--- config.mk ---
export PLATFORM = sky130hd
export DESIGN_NAME = lag_capture
export DESIGN_NICKNAME = d
export VERILOG_FILES = /design/src/rtl/lag_pkg.sv /design/src/rtl/sensor_debounce.sv /design/src/rtl/lag_capture.sv
export SDC_FILE = /design/constraint.sdc
export NUM_CORES = 1
export LEC_CHECK = 0
export ABC_AREA = 1
export BUFFER_PORTS_ARGS = -buffer_cell sky130_fd_sc_hd__buf_2
export CAP_MARGIN = 20
export CORE_MARGIN = 8
export CORE_UTILIZATION = 44
export CTS_CLUSTER_SIZE = 8
export DETAILED_ROUTE_END_ITERATION = 10
export PLACE_DENSITY = 0.83
export SYNTH_ARGS = -nofsm -noshare
export SYNTH_HDL_FRONTEND = slang
export SYNTH_SLANG_ARGS = --single-unit
--- constraint.sdc ---
create_clock -name clock -period 1.75 [get_ports clock]
set_clock_uncertainty 0.2 [all_clocks]
set_input_delay 0.35 -clock clock [delete_from_list [all_inputs] [get_ports clock]]
set_output_delay 0.35 -clock clock [all_outputs]
set_load 0.01 [all_outputs]
--- src/rtl/lag_pkg.sv ---
// Shared types and constants for the lag measurement path.
package lag_pkg;

  localparam logic [19:0] BCD_MAX    = 20'h99999;
  localparam logic [7:0]  SAMPLE_MAX = 8'd255;

  typedef enum logic [1:0] {
    IDLE,
    WAIT_RELEASE,
    ARMED,
    DONE
  } lag_state_t;

endpackage

--- src/rtl/sensor_debounce.sv ---
// Front-panel input conditioner: 2-FF synchroniser, polarity normalisation
// and debounce. 'light' is the accepted level, active-high.
module sensor_debounce #(
  parameter int unsigned DEBOUNCE_CYCLES = 27,
  parameter bit          ACTIVE_LOW      = 1'b1
) (
  input  logic clock,
  input  logic reset,
  input  logic pin,
  output logic light
);

  localparam int unsigned     CW       = $clog2(DEBOUNCE_CYCLES + 1);
  localparam logic [CW-1:0]   LAST     = CW'(DEBOUNCE_CYCLES - 1);
  localparam logic            IDLE_PIN = ACTIVE_LOW;

  logic          sync1;
  logic          sync2;
  logic          raw_light;
  logic [CW-1:0] stable_cnt;

  // Two-stage synchroniser, reset to the pin's inactive level
  always_ff @(posedge clock or posedge reset) begin
    if (reset) begin
      sync1 <= IDLE_PIN;
      sync2 <= IDLE_PIN;
    end else begin
      sync1 <= pin;
      sync2 <= sync1;
    end
  end

  // Normalise polarity so 1 always means light detected
  always_comb begin
    raw_light = ACTIVE_LOW ? ~sync2 : sync2;
  end

  // Accept a new level only after DEBOUNCE_CYCLES consecutive differing samples;
  // any sample equal to the current level restarts the count
  always_ff @(posedge clock or posedge reset) begin
    if (reset) begin
      stable_cnt <= '0;
      light      <= 1'b0;
    end else if (raw_light == light) begin
      stable_cnt <= '0;
    end else if (stable_cnt == LAST) begin
      stable_cnt <= '0;
      light      <= raw_light;
    end else begin
      stable_cnt <= stable_cnt + 1'b1;
    end
  end

endmodule

--- src/rtl/lag_capture.sv ---
// Display lag capture: latches the BCD lag count on the first debounced
// flash after each test-frame start, with timeout and sample statistics.
// Optional feature: define LAG_MINMAX_EN to track min/max captured lag.
module lag_capture
  import lag_pkg::*;
#(
  parameter int unsigned DEBOUNCE_CYCLES   = 27,
  parameter bit          SENSOR_ACTIVE_LOW = 1'b1,
  parameter logic [19:0] TIMEOUT_BCD       = BCD_MAX
) (
  input  logic        clock,
  input  logic        reset,
  input  logic        start,
  input  logic        sensor,
  input  logic [19:0] bcdcount,
  output logic [19:0] lag_bcd,
  output logic        lag_valid,
  output logic        timeout,
  output logic        busy,
  output logic [7:0]  sample_count,
  output logic [19:0] min_bcd,
  output logic [19:0] max_bcd
);

  lag_state_t state;
  logic       light;
  logic       light_q;
  logic       rise;
  logic       cap_en;
  logic       expired;

  sensor_debounce #(
    .DEBOUNCE_CYCLES (DEBOUNCE_CYCLES),
    .ACTIVE_LOW      (SENSOR_ACTIVE_LOW)
  ) u_debounce (
    .clock (clock),
    .reset (reset),
    .pin   (sensor),
    .light (light)
  );

  // Edge/timeout qualification; start always takes priority over a capture
  always_comb begin
    rise    = light & ~light_q;
    expired = (bcdcount >= TIMEOUT_BCD);
    cap_en  = ~start && (state == ARMED) && rise;
  end

  // Measurement FSM with registered outputs.
  // The start decision uses the previous debounced level: a flash whose edge
  // coincides with start is treated as not yet lit, so the restart lands in
  // ARMED and that edge is consumed without capture.
  always_ff @(posedge clock or posedge reset) begin
    if (reset) begin
      state     <= IDLE;
      light_q   <= 1'b0;
      lag_bcd   <= '0;
      lag_valid <= 1'b0;
      timeout   <= 1'b0;
      busy      <= 1'b0;
    end else begin
      light_q   <= light;
      lag_valid <= 1'b0;
      if (start) begin
        timeout <= 1'b0;
        busy    <= 1'b1;
        state   <= light_q ? WAIT_RELEASE : ARMED;
      end else begin
        case (state)
          WAIT_RELEASE: begin
            if (expired) begin
              timeout <= 1'b1;
              busy    <= 1'b0;
              state   <= DONE;
            end else if (!light) begin
              state <= ARMED;
            end
          end
          ARMED: begin
            if (cap_en) begin
              lag_bcd   <= bcdcount;
              lag_valid <= 1'b1;
              busy      <= 1'b0;
              state     <= DONE;
            end else if (expired) begin
              timeout <= 1'b1;
              busy    <= 1'b0;
              state   <= DONE;
            end
          end
          default: ;
        endcase
      end
    end
  end

  // Saturating count of valid captures
  always_ff @(posedge clock or posedge reset) begin
    if (reset) begin
      sample_count <= '0;
    end else if (cap_en && (sample_count != SAMPLE_MAX)) begin
      sample_count <= sample_count + 8'd1;
    end
  end

`ifdef LAG_MINMAX_EN
  // Running min/max of captured lags, updated alongside lag_bcd
  always_ff @(posedge clock or posedge reset) begin
    if (reset) begin
      min_bcd <= BCD_MAX;
      max_bcd <= '0;
    end else if (cap_en) begin
      if (bcdcount < min_bcd) min_bcd <= bcdcount;
      if (bcdcount > max_bcd) max_bcd <= bcdcount;
    end
  end
`else
  assign min_bcd = '0;
  assign max_bcd = '0;
`endif

endmodule

==> results.py <==
metrics = {
    "run_status": {
        "outcome": "completed",
    },
    "die": {
        "ios": 95,
        "rows": 26,
        "die_width_um": 87.2,
        "start_util_pct": 44.5,
        "core_mm2": 0.00501,
        "die_area_mm2": 0.00760,
        "die_h_um": 87.2,
    },
    "power_and_ir_drop": {
        "seq_power_share_pct": 48.7,
        "power_frac_comb_pct": 17.1,
        "p_per_area_mw_per_mm2": 854,
        "ir_worst_vdd_uv": 334,
        "internal-power_w": 0.00158,
        "finalPower_w": 0.00220,
        "clkPwrFrac_pct": 34.1,
        "p_sw_w": 0.000611,
        "cellLeakagePower_nw": 1.49,
        "swShare_pct": 27.8,
    },
    "worst_hold_path": {
        "hold_path_depth": 3,
        "hold_class": "input port to register",
    },
    "synthesis": {
        "syn_avg_cell_area_um2": 8.44,
        "synth.distinct_cells": 27,
        "yosysWarnings": 0,
        "syn_inst": 264,
        "syn_area_mm2": 0.00223,
        "ys_ff_latch": 42,
        "seq_area_frac_synth_pct": 47.3,
    },
    "run": {
        "drv_cap": 0,
    },
    "drt": {
        "finalWirelength_um": 4570,
        "wl_per_cell_um": 11.6,
        "initialDrtViolationCount": 95,
        "vias": 1690,
        "dr.pass1.iters": 4,
        "vias_per_cell": 4.28,
        "drc": 0,
        "ant_nets": 0,
    },
    "clock_network": {
        "cts_sinks": 42,
        "clk_path_buf_depth": 2,
        "clock_latency_ps": 290,
        "cts-root-buf": "clkbuf_8",
        "cts_made_buffers": 5,
        "cts_setup_buffers": 0,
        "path_clk_slew_ps": 80,
        "cts_tree": "done",
        "htreeDepth": 2,
    },
    "sta": {
        "hold_violations": 0,
        "grt_setup_unrepaired": "false",
        "setup_tns_ps": 0,
        "fin_crit_ps": 1630,
        "max_freq_mhz": 615,
        "setup_ws_ps": 125,
        "fin_crit_sh_pct": 92.9,
        "slew_viol_final": 0,
        "setup_viol": 0,
    },
    "finish": {
        "fill_cells": 498,
        "layout.nets": 351,
        "num_antenna_cells": 0,
        "final_area_mm2": 0.00257,
        "drive_gt1_share_pct": 23.1,
        "multi_input_area_um2": 895,
        "area_growth_pct": 15.3,
        "regArea_mm2": 0.00105,
    },
    "setup_path": {
        "cpPeakStageDelay_ps": 430,
        "start_kind": "register",
        "worst_ep_required_time_ps": 1740,
        "critPathSlowestCell": "dfrtp_1",
        "reg2reg_depth": 9,
        "cpMostUsedCell": "nand2_1",
        "crit_fanout": 5,
        "path_class": "register to register",
        "crit_arrival_ps": 1610,
        "crit_chain": "ha_1 > nand2_1 > nor2_2 > nand3_2 > nand2_4 > nor3_4 > nand3_1 > nand2_1 > nand2_1",
        "cp-end-kind": "register",
    },
    "global_routing": {
        "grt_max_degree": 43,
        "grtUsageTotal_pct": 12.1,
        "grt_pass1_wl_um": 7370,
        "grt_pass1_vias": 1690,
        "antenna_found_initial": 0,
        "grt_remaining_overflow": 0,
    },
    "placed_design": {
        "place_area_mm2": 0.00244,
        "port_buffers": 54,
        "post-place-ws_ps": 66.3,
        "hpwl_um": 3650,
        "routabilityCongestion": 0.797,
    },
}
-- power by group through the flow --
| stage | logic (W) | registers (W) | clock network, W |
|---|---|---|---|
| 5_1_grt | 0.000442 | 0.00108 | 0.000802 |
| 3_3_place_gp | 0.000358 | 0.00109 | 0 |
| 4_1_cts | 0.000376 | 0.00107 | 0.000775 |
| 3_5_place_dp | 0.000373 | 0.00109 | 0 |
| 2_1_floorplan | 0.000306 | 0.00110 | 0 |
| 6_report | 0.000376 | 0.00107 | 0.000750 |
-- sequential cells by signal (all words and copies together), names as in the netlist --
signal	cells
lag_bcd	20
sample_count	8
u_debounce.stable_cnt	5
state	2
busy	1
lag_valid	1
light_q	1
timeout	1
u_debounce.light	1
u_debounce.sync1	1
u_debounce.sync2	1
-- cell type report --
class	instances	share of cell area, %
clock buffer	7	2.97
sequential	42	41.0
timing repair buffer	58	12.4
inverter	28	4.28
clock inverter	1	1.17
tap	70	3.41
multi-input combinational	189	34.8
-- layout by cell type, fill, tap and decap left out, types with 5 or more instances in the layout --
cell / netlist / routed
dfrtp_1: 40 / 40
o21ai_0: 15 / 15
clkbuf_8: 0 / 5
conb_1: 1 / 40
xnor2_1: 7 / 7
nand4_1: 5 / 5
buf_2: 3 / 54
nand3_1: 10 / 10
nor2_1: 19 / 19
inv_1: 25 / 25
nand2_1: 76 / 76
-- worst max-delay path: cells and delay by family (launching register included) --
family | cells | cell delay [ps]
adders and majority gates | 1 | 240
DFF | 1 | 430
and+or+nand+nor | 8 | 650
-- what timing repair did --
action,4_1_cts,5_1_grt
hold endpoints to repair,41,0
gates resized for setup,0,2
endpoints found under the setup margin,0,2
hold buffers,2,0
-- logic make-up after synthesis --
group / synth area share (%)
flops: 47.3
buf+inv: 19.1
fa+ha+maj: 1.68
compound gates: 4.16
simple gates: 24.0
other cells: 0.168
xor+xnor: 3.54
-- per-layer routing --
layer  vias to the layer above  track usage [%]  wire [µm]
met1                       770             14.4       1870
met4                         0             3.28         60
met3                         6             4.25        429
li1                        855                -          -
met2                        59             20.1       2210
met5                         -                0          0
-- cell usage after synthesis, drive strengths merged --
library cell,n,share of area (%)
nand3,11,2.7
clkbuf,1,0.17
dfrtp,40,45
nor2,22,4.9
dfstp,2,2.4
o21ai,15,3.4
inv,28,4.8
xor2,2,0.79
conb,1,0.17
nand4,5,1.4
buf,43,14
ha,3,1.7
a21oi,2,0.45
nor3,2,0.95
o21a,1,0.34
nand2,79,14
xnor2,7,2.8
-- final timing paths --
path / from / endpoint / slack, ps
worst max-delay path: sample_count[0]$_DFFE_PP0P_ / sample_count[7]$_DFFE_PP0P_ / 120
worst min-delay path: bcdcount[8] / lag_bcd[8]$_DFFE_PP0P_ / 80
worst max register to register: sample_count[0]$_DFFE_PP0P_ / sample_count[7]$_DFFE_PP0P_ / 120
worst min register to register: u_debounce.sync1$_DFF_PP1_ / u_debounce.sync2$_DFF_PP1_ / 150
max in group asynchronous: reset / u_debounce.sync1$_DFF_PP1_ / 620
min in group asynchronous: reset / lag_bcd[13]$_DFFE_PP0P_ / 460
-- stage by stage --
step | hold WS, ps | util, % | std cells
final | 76.1 | 51.3 | 395
after global routing | 89.5 | 51.3 | 395
after CTS | 69.9 | 51.2 | 395
after detailed placement | 154 | 48.7 | 385
after global placement | 147 | 48.7 | 385
after floorplan | 145 | - | 303
(Power assumes the default switching activity.)
